<file path="config.mk">
export PLATFORM = sky130hd
export DESIGN_NAME = gate_truth_sweeper_flat
export DESIGN_NICKNAME = d
export VERILOG_FILES = /design/src/rtl/gate_tb_pkg.sv /design/src/rtl/gate_truth_sweeper_if.sv /design/src/rtl/gate_truth_sweeper.sv /design/src/flat_wrapper.sv
export SDC_FILE = /design/constraint.sdc
export NUM_CORES = 1
export LEC_CHECK = 0
export BUFFER_PORTS_ARGS = -buffer_cell sky130_fd_sc_hd__buf_2
export CAP_MARGIN = 25
export CORE_AREA = 3 3 53 55
export CTS_BUF_LIST = sky130_fd_sc_hd__clkbuf_4 sky130_fd_sc_hd__clkbuf_8 sky130_fd_sc_hd__clkbuf_16
export DETAILED_ROUTE_END_ITERATION = 8
export DIE_AREA = 0 0 56 58
export MAX_ROUTING_LAYER = met4
export PLACE_DENSITY = 0.55
export SLEW_MARGIN = 20
export SYNTH_ARGS = -nofsm -noshare
export SYNTH_HDL_FRONTEND = slang
export SYNTH_SLANG_ARGS = --single-unit
</file>
<file path="constraint.sdc">
create_clock -name clk -period 2 [get_ports clk]
set_input_delay 0.4 -clock clk [delete_from_list [all_inputs] [get_ports clk]]
set_output_delay 0.4 -clock clk [all_outputs]
set_load 0.02 [all_outputs]
</file>
<file path="src/rtl/gate_tb_pkg.sv">
// Shared types for the gate truth-table sweeper: FSM states and vector-count helper.
package gate_tb_pkg;

   typedef enum logic [1:0] {
      IDLE = 2'd0,
      RUN  = 2'd1,
      FIN  = 2'd2
   } sweep_state_t;

   function automatic int num_vec(input int n_in);
      return 1 << n_in;
   endfunction

endpackage

</file>
<file path="src/rtl/gate_truth_sweeper_if.sv">
// Stimulus/response bundle between the sweeper (master) and the bench or gate side (slave).
interface gate_truth_sweeper_if #(
   parameter int N_IN = 2
);
   logic            start;
   logic            Y;
   logic [N_IN-1:0] VEC;
   logic            busy;
   logic            done;
   logic            pass;
   logic [N_IN:0]   err_count;
   logic [N_IN-1:0] fail_idx;

   modport master (
      input  start,
      input  Y,
      output VEC,
      output busy,
      output done,
      output pass,
      output err_count,
      output fail_idx
   );

   modport slave (
      output start,
      output Y,
      input  VEC,
      input  busy,
      input  done,
      input  pass,
      input  err_count,
      input  fail_idx
   );
endinterface

</file>
<file path="src/rtl/gate_truth_sweeper.sv">
// Sweeps all 2**N_IN input vectors, holding each SETTLE+1 cycles, and tallies Y against TRUTH.
// Verdict one cycle after the last sample; start is ignored while a sweep is running (no queuing).
module gate_truth_sweeper
   import gate_tb_pkg::*;
#(
   parameter int                       N_IN   = 2,
   parameter int                       SETTLE = 1,
   parameter logic [(2**N_IN)-1:0]     TRUTH  = 4'b1000
) (
   input  logic                clk,
   input  logic                rst,
   gate_truth_sweeper_if.master bus
);

   localparam logic [N_IN-1:0] VEC_LAST = N_IN'(num_vec(N_IN) - 1);
   localparam logic [3:0]      SETTLE_C = 4'(SETTLE);

   sweep_state_t    state_q, state_d;
   logic [N_IN-1:0] vec_q, vec_d;
   logic [3:0]      cnt_q, cnt_d;
   logic [N_IN:0]   err_q, err_d;
   logic [N_IN-1:0] fidx_q, fidx_d;
   logic            ff_q, ff_d;
   logic            busy_q, busy_d;
   logic            done_q, done_d;
   logic            pass_q, pass_d;

   logic            mismatch;
   logic [N_IN:0]   err_next;

   assign mismatch = (bus.Y != TRUTH[vec_q]);
   assign err_next = err_q + (N_IN+1)'(mismatch);

   always_ff @(posedge clk) begin
      if (rst) begin
         state_q <= IDLE;
         vec_q   <= '0;
         cnt_q   <= '0;
         err_q   <= '0;
         fidx_q  <= '0;
         ff_q    <= 1'b0;
         busy_q  <= 1'b0;
         done_q  <= 1'b0;
         pass_q  <= 1'b0;
      end else begin
         state_q <= state_d;
         vec_q   <= vec_d;
         cnt_q   <= cnt_d;
         err_q   <= err_d;
         fidx_q  <= fidx_d;
         ff_q    <= ff_d;
         busy_q  <= busy_d;
         done_q  <= done_d;
         pass_q  <= pass_d;
      end
   end

   always_comb begin
      state_d = state_q;
      vec_d   = vec_q;
      cnt_d   = cnt_q;
      err_d   = err_q;
      fidx_d  = fidx_q;
      ff_d    = ff_q;
      busy_d  = busy_q;
      done_d  = 1'b0;
      pass_d  = pass_q;

      unique case (state_q)
         IDLE: begin
            if (bus.start) begin
               vec_d   = '0;
               cnt_d   = '0;
               err_d   = '0;
               fidx_d  = '0;
               ff_d    = 1'b0;
               pass_d  = 1'b0;
               busy_d  = 1'b1;
               state_d = RUN;
            end
         end

         RUN: begin
            if (cnt_q != SETTLE_C) begin
               cnt_d = cnt_q + 4'd1;
            end else begin
               err_d = err_next;
               if (mismatch && !ff_q) begin
                  fidx_d = vec_q;
                  ff_d   = 1'b1;
               end
               // Verdict uses err_next so the final sample is already counted.
               if (vec_q == VEC_LAST) begin
                  vec_d   = '0;
                  busy_d  = 1'b0;
                  done_d  = 1'b1;
                  pass_d  = (err_next == '0);
                  state_d = FIN;
               end else begin
                  vec_d = vec_q + 1'b1;
                  cnt_d = '0;
               end
            end
         end

         FIN: begin
            state_d = IDLE;
         end

         default: begin
            state_d = IDLE;
         end
      endcase
   end

   assign bus.VEC       = vec_q;
   assign bus.busy      = busy_q;
   assign bus.done      = done_q;
   assign bus.pass      = pass_q;
   assign bus.err_count = err_q;
   assign bus.fail_idx  = fidx_q;

endmodule
</file>
<file path="src/flat_wrapper.sv">
// flat-port wrapper written by rule: the top's interface ports become plain ports
module gate_truth_sweeper_flat import gate_tb_pkg::*;
#(
   parameter int                       N_IN   = 2,
   parameter int                       SETTLE = 1,
   parameter logic [(2**N_IN)-1:0]     TRUTH  = 4'b1000
)
  (clk, rst, bus_start, bus_Y, bus_VEC, bus_busy, bus_done, bus_pass, bus_err_count, bus_fail_idx);
  gate_truth_sweeper_if #(.N_IN(N_IN)) bus_i ();
  input  logic clk;
  input  logic rst;
  input wire logic [$bits(bus_i.start)-1:0] bus_start;
  input wire logic [$bits(bus_i.Y)-1:0] bus_Y;
  output wire logic [$bits(bus_i.VEC)-1:0] bus_VEC;
  output wire logic [$bits(bus_i.busy)-1:0] bus_busy;
  output wire logic [$bits(bus_i.done)-1:0] bus_done;
  output wire logic [$bits(bus_i.pass)-1:0] bus_pass;
  output wire logic [$bits(bus_i.err_count)-1:0] bus_err_count;
  output wire logic [$bits(bus_i.fail_idx)-1:0] bus_fail_idx;
  assign bus_i.start = bus_start;
  assign bus_i.Y = bus_Y;
  assign bus_VEC = bus_i.VEC;
  assign bus_busy = bus_i.busy;
  assign bus_done = bus_i.done;
  assign bus_pass = bus_i.pass;
  assign bus_err_count = bus_i.err_count;
  assign bus_fail_idx = bus_i.fail_idx;
  gate_truth_sweeper #(.N_IN(N_IN), .SETTLE(SETTLE), .TRUTH(TRUTH)) u_core (.clk(clk), .rst(rst), .bus(bus_i));
endmodule
</file>
==> key figures <==
Outcome
  – Outcome: finished clean

STA
  – Max-slew violations: 0
  – Worst Tran Pin Value: 0.389 ns
  – Sum Neg Setup Slack: 0 ns
  – Final hold viol count: 0
  – Relative slew margins: 0.741
  – RSZ-0062 raised after global routing: false
  – Skew final: 0.00849 ns
  – Fin crit share: 0.913
  – Min Tclk post-route: 1.83 ns
  – PnR worst setup slack: 0.174 ns
  – FMAX: 548 MHz
  – Final setup viols: 0

Die
  – Rows: 18
  – Initial Utilization: 0.340
  – IO Pins: 14
  – Die area: 3250 sq um
  – Die Wd: 56 um
  – Die height: 58 um
  – CORE AREA: 2430 sq um

Synth
  – Post-synthesis register bit count: 17
  – Synthesis Warnings: 0
  – Net Count, Synth: 101
  – Syn_area_per_cell: 8.99 sq um
  – Synth cell types: 30
  – Seq/Total Area, Yosys: 0.411
  – Post-Syn Instances: 92
  – Synthesized area: 827 sq um

Worst setup path
  – CP delay by family, top: adder cells
  – Critical path startpoint category: flip-flop
  – Crit-path cells: ha_1 > xor2_2 > ha_1 > ha_1 > nor4_1 > mux2i_1 > nor2_1
  – Crit path buf inv count: 0
  – Critical Path End Type: flip-flop
  – Most used cell along the critical path: ha_1
  – Critical setup path kind: reg2reg
  – Critical Path Slowest Stage Cell: dfxtp_1
  – Logic depth of the worst path, buffers included: 7
  – WP data arrival: 2.07 ns
  – Top fanout value on the critical path: 4
  – Worst R2R Path Depth: 7
  – Required @ worst endpoint: 2.24 ns
  – Crit-path max cell delay: 0.38 ns

Clock tree
  – CTS buffer count: 3
  – Clock slew at reported path FFs: 0.11 ns
  – H-tree Lvls: 1
  – Num Clock Sinks: 17
  – Root buf cell: clkbuf_4
  – CTS tree: done
  – Worst-Skew Late Latency: 0.29 ns
  – # Post-CTS Setup Buffers: 0
  – Post-CTS resize count: 0
  – Worst-case clock buffer depth: 2
  – Hold_buf cts: 0

Cells and area
  – Final instance area: 962 sq um
  – Most frequent cells in the layout: dfxtp_1 (17), buf_2 (13), nor2_1 (9), a21oi_1 (9), nor3_1 (8)
  – Share of cells above drive strength 1: 0.259
  – Antenna cell count: 0
  – Commonest non-fill, non-tap cell in the layout: dfxtp_1
  – Area delta synth->final: 16.3%
  – Nets@finish: 118

Worst hold path
  – Worst Hold Depth: 2
  – Worst min path class: in2reg

Power and ir drop
  – Leakage power: 0.411 nW
  – Max VDD drop: 0.000349 V
  – Pwr dens: 664 nW/um^2
  – Total power: 0.639 mW

Global routing
  – First-pass GRT wire length: 3260 um
  – Largest net degree at the start of global routing: 18
  – Initial antenna violation count: 0
  – Vias in the first global route: 719
  – Gr ovfl total: 0
  – Total global routing track utilization: 0.132

Drt
  – Total wire length: 1750 um
  – Initial DRC Count: 14
  – Final ANT Viol Nets: 0
  – First-pass DRT Iterations: 4
  – DR vias: 696
  – Avg WL per Cell: 12.6 um
  – Detailed-route DRC error count: 0
  – Vias per std cell: 5.04

Job
  – Total of max-cap violations: 0

Place
  – Buffers on Ports: 13
  – Final GP Congestion: 0.794
  – Post-DP HPWL: 1250 um
  – Placed Instance Area: 927 sq um
  – Place WS: 0.124 ns
## Yosys cell counts, drive strengths merged
library cell | instances | area (sq um)
o21ba | 2 | 20.0
xor2 | 2 | 17.5
buf | 1 | 3.75
mux2 | 1 | 11.3
nand2 | 4 | 15.0
o21a | 2 | 15.0
and3 | 2 | 13.8
mux2i | 1 | 10.0
clkbuf | 3 | 21.3
or3b | 2 | 17.5
a31oi | 3 | 18.8
a21oi | 9 | 45.0
nand2b | 2 | 12.5
a211oi | 1 | 7.51
nor3 | 8 | 40.0
ha | 5 | 62.6
nand4bb | 1 | 11.3
nor3b | 4 | 35.0
dfxtp | 17 | 340
nand3 | 5 | 25.0
and2b | 1 | 8.76
xnor2 | 1 | 8.76
o21ai | 3 | 18.8
nor2 | 9 | 33.8
nor4 | 1 | 6.26
inv | 2 | 7.51
## report_power, final
group	leakage (nW)	internal [mW]	switching, mW	total [mW]
clock network	0.0177	0.0744	0.112	0.187
registers	0.138	0.348	0.00826	0.357
logic	0.255	0.0362	0.0591	0.0952
total	0.411	0.459	0.180	0.639
## sequential cells by signal, summed over array words and instances, names as in the netlist
name                  cells
u_core.bus.busy           1
u_core.bus.VEC            2
u_core.state_q            2
u_core.bus.err_count      3
u_core.bus.done           1
u_core.bus.pass           1
u_core.ff_q               1
u_core.bus.fail_idx       2
u_core.cnt_q              4
## routing by layer
layer  vias up  routed length [um]  part of all wire  GRT usage
met3         4                  80             0.046     0.0312
met5         -                   0                 0          -
met2        19                 748              0.43      0.180
met4         0                  30             0.017     0.0881
li1        359                   -                 -          -
met1       314                 885              0.51      0.171
## kinds of logic after synthesis
kind of cell               share of synthesized area
and+or+nand+nor                                0.265
AOI/OAI and AO/OA                              0.151
DFF                                            0.412
buffers and inverters                         0.0393
adders and majority gates                     0.0756
xor gates and xnor gates                      0.0318
muxes                                         0.0257
## through the flow
step                hold WS (ns)  instances  utilization
floorplan                  0.484         92            -
global placement           0.456        134        0.381
detailed placement         0.460        134        0.381
CTS                        0.467        138        0.392
global route               0.485        138        0.396
finish                     0.470        138        0.396
## final timing paths
path,end,slack (ns),startpoint
max reg2reg,u_core.bus.pass$_SDFFE_PP0P_,0.17,u_core.bus.VEC[1]$_SDFFE_PP0P_
min,u_core.bus.pass$_SDFFE_PP0P_,0.47,rst
min reg2reg,u_core.bus.busy$_SDFFE_PP0P_,0.48,u_core.bus.busy$_SDFFE_PP0P_
max,u_core.bus.pass$_SDFFE_PP0P_,0.17,u_core.bus.VEC[1]$_SDFFE_PP0P_
## worst register-to-register path, cell delays in order (launching register included)
cell	delay, ns
dfxtp_1	0.38
ha_1	0.27
xor2_2	0.21
ha_1	0.19
ha_1	0.24
nor4_1	0.29
mux2i_1	0.11
nor2_1	0.09
## final cells by class
cell class	instances	area [sq um]
clock inverter	1	5.00
inverter	2	7.51
fill	261	1470
multi-input combinational	69	462
timing repair buffer	16	87.6
sequential	17	340
tap	30	37.5
clock buffer	3	22.5
Note: power is estimated with default switching activity, not from simulation.
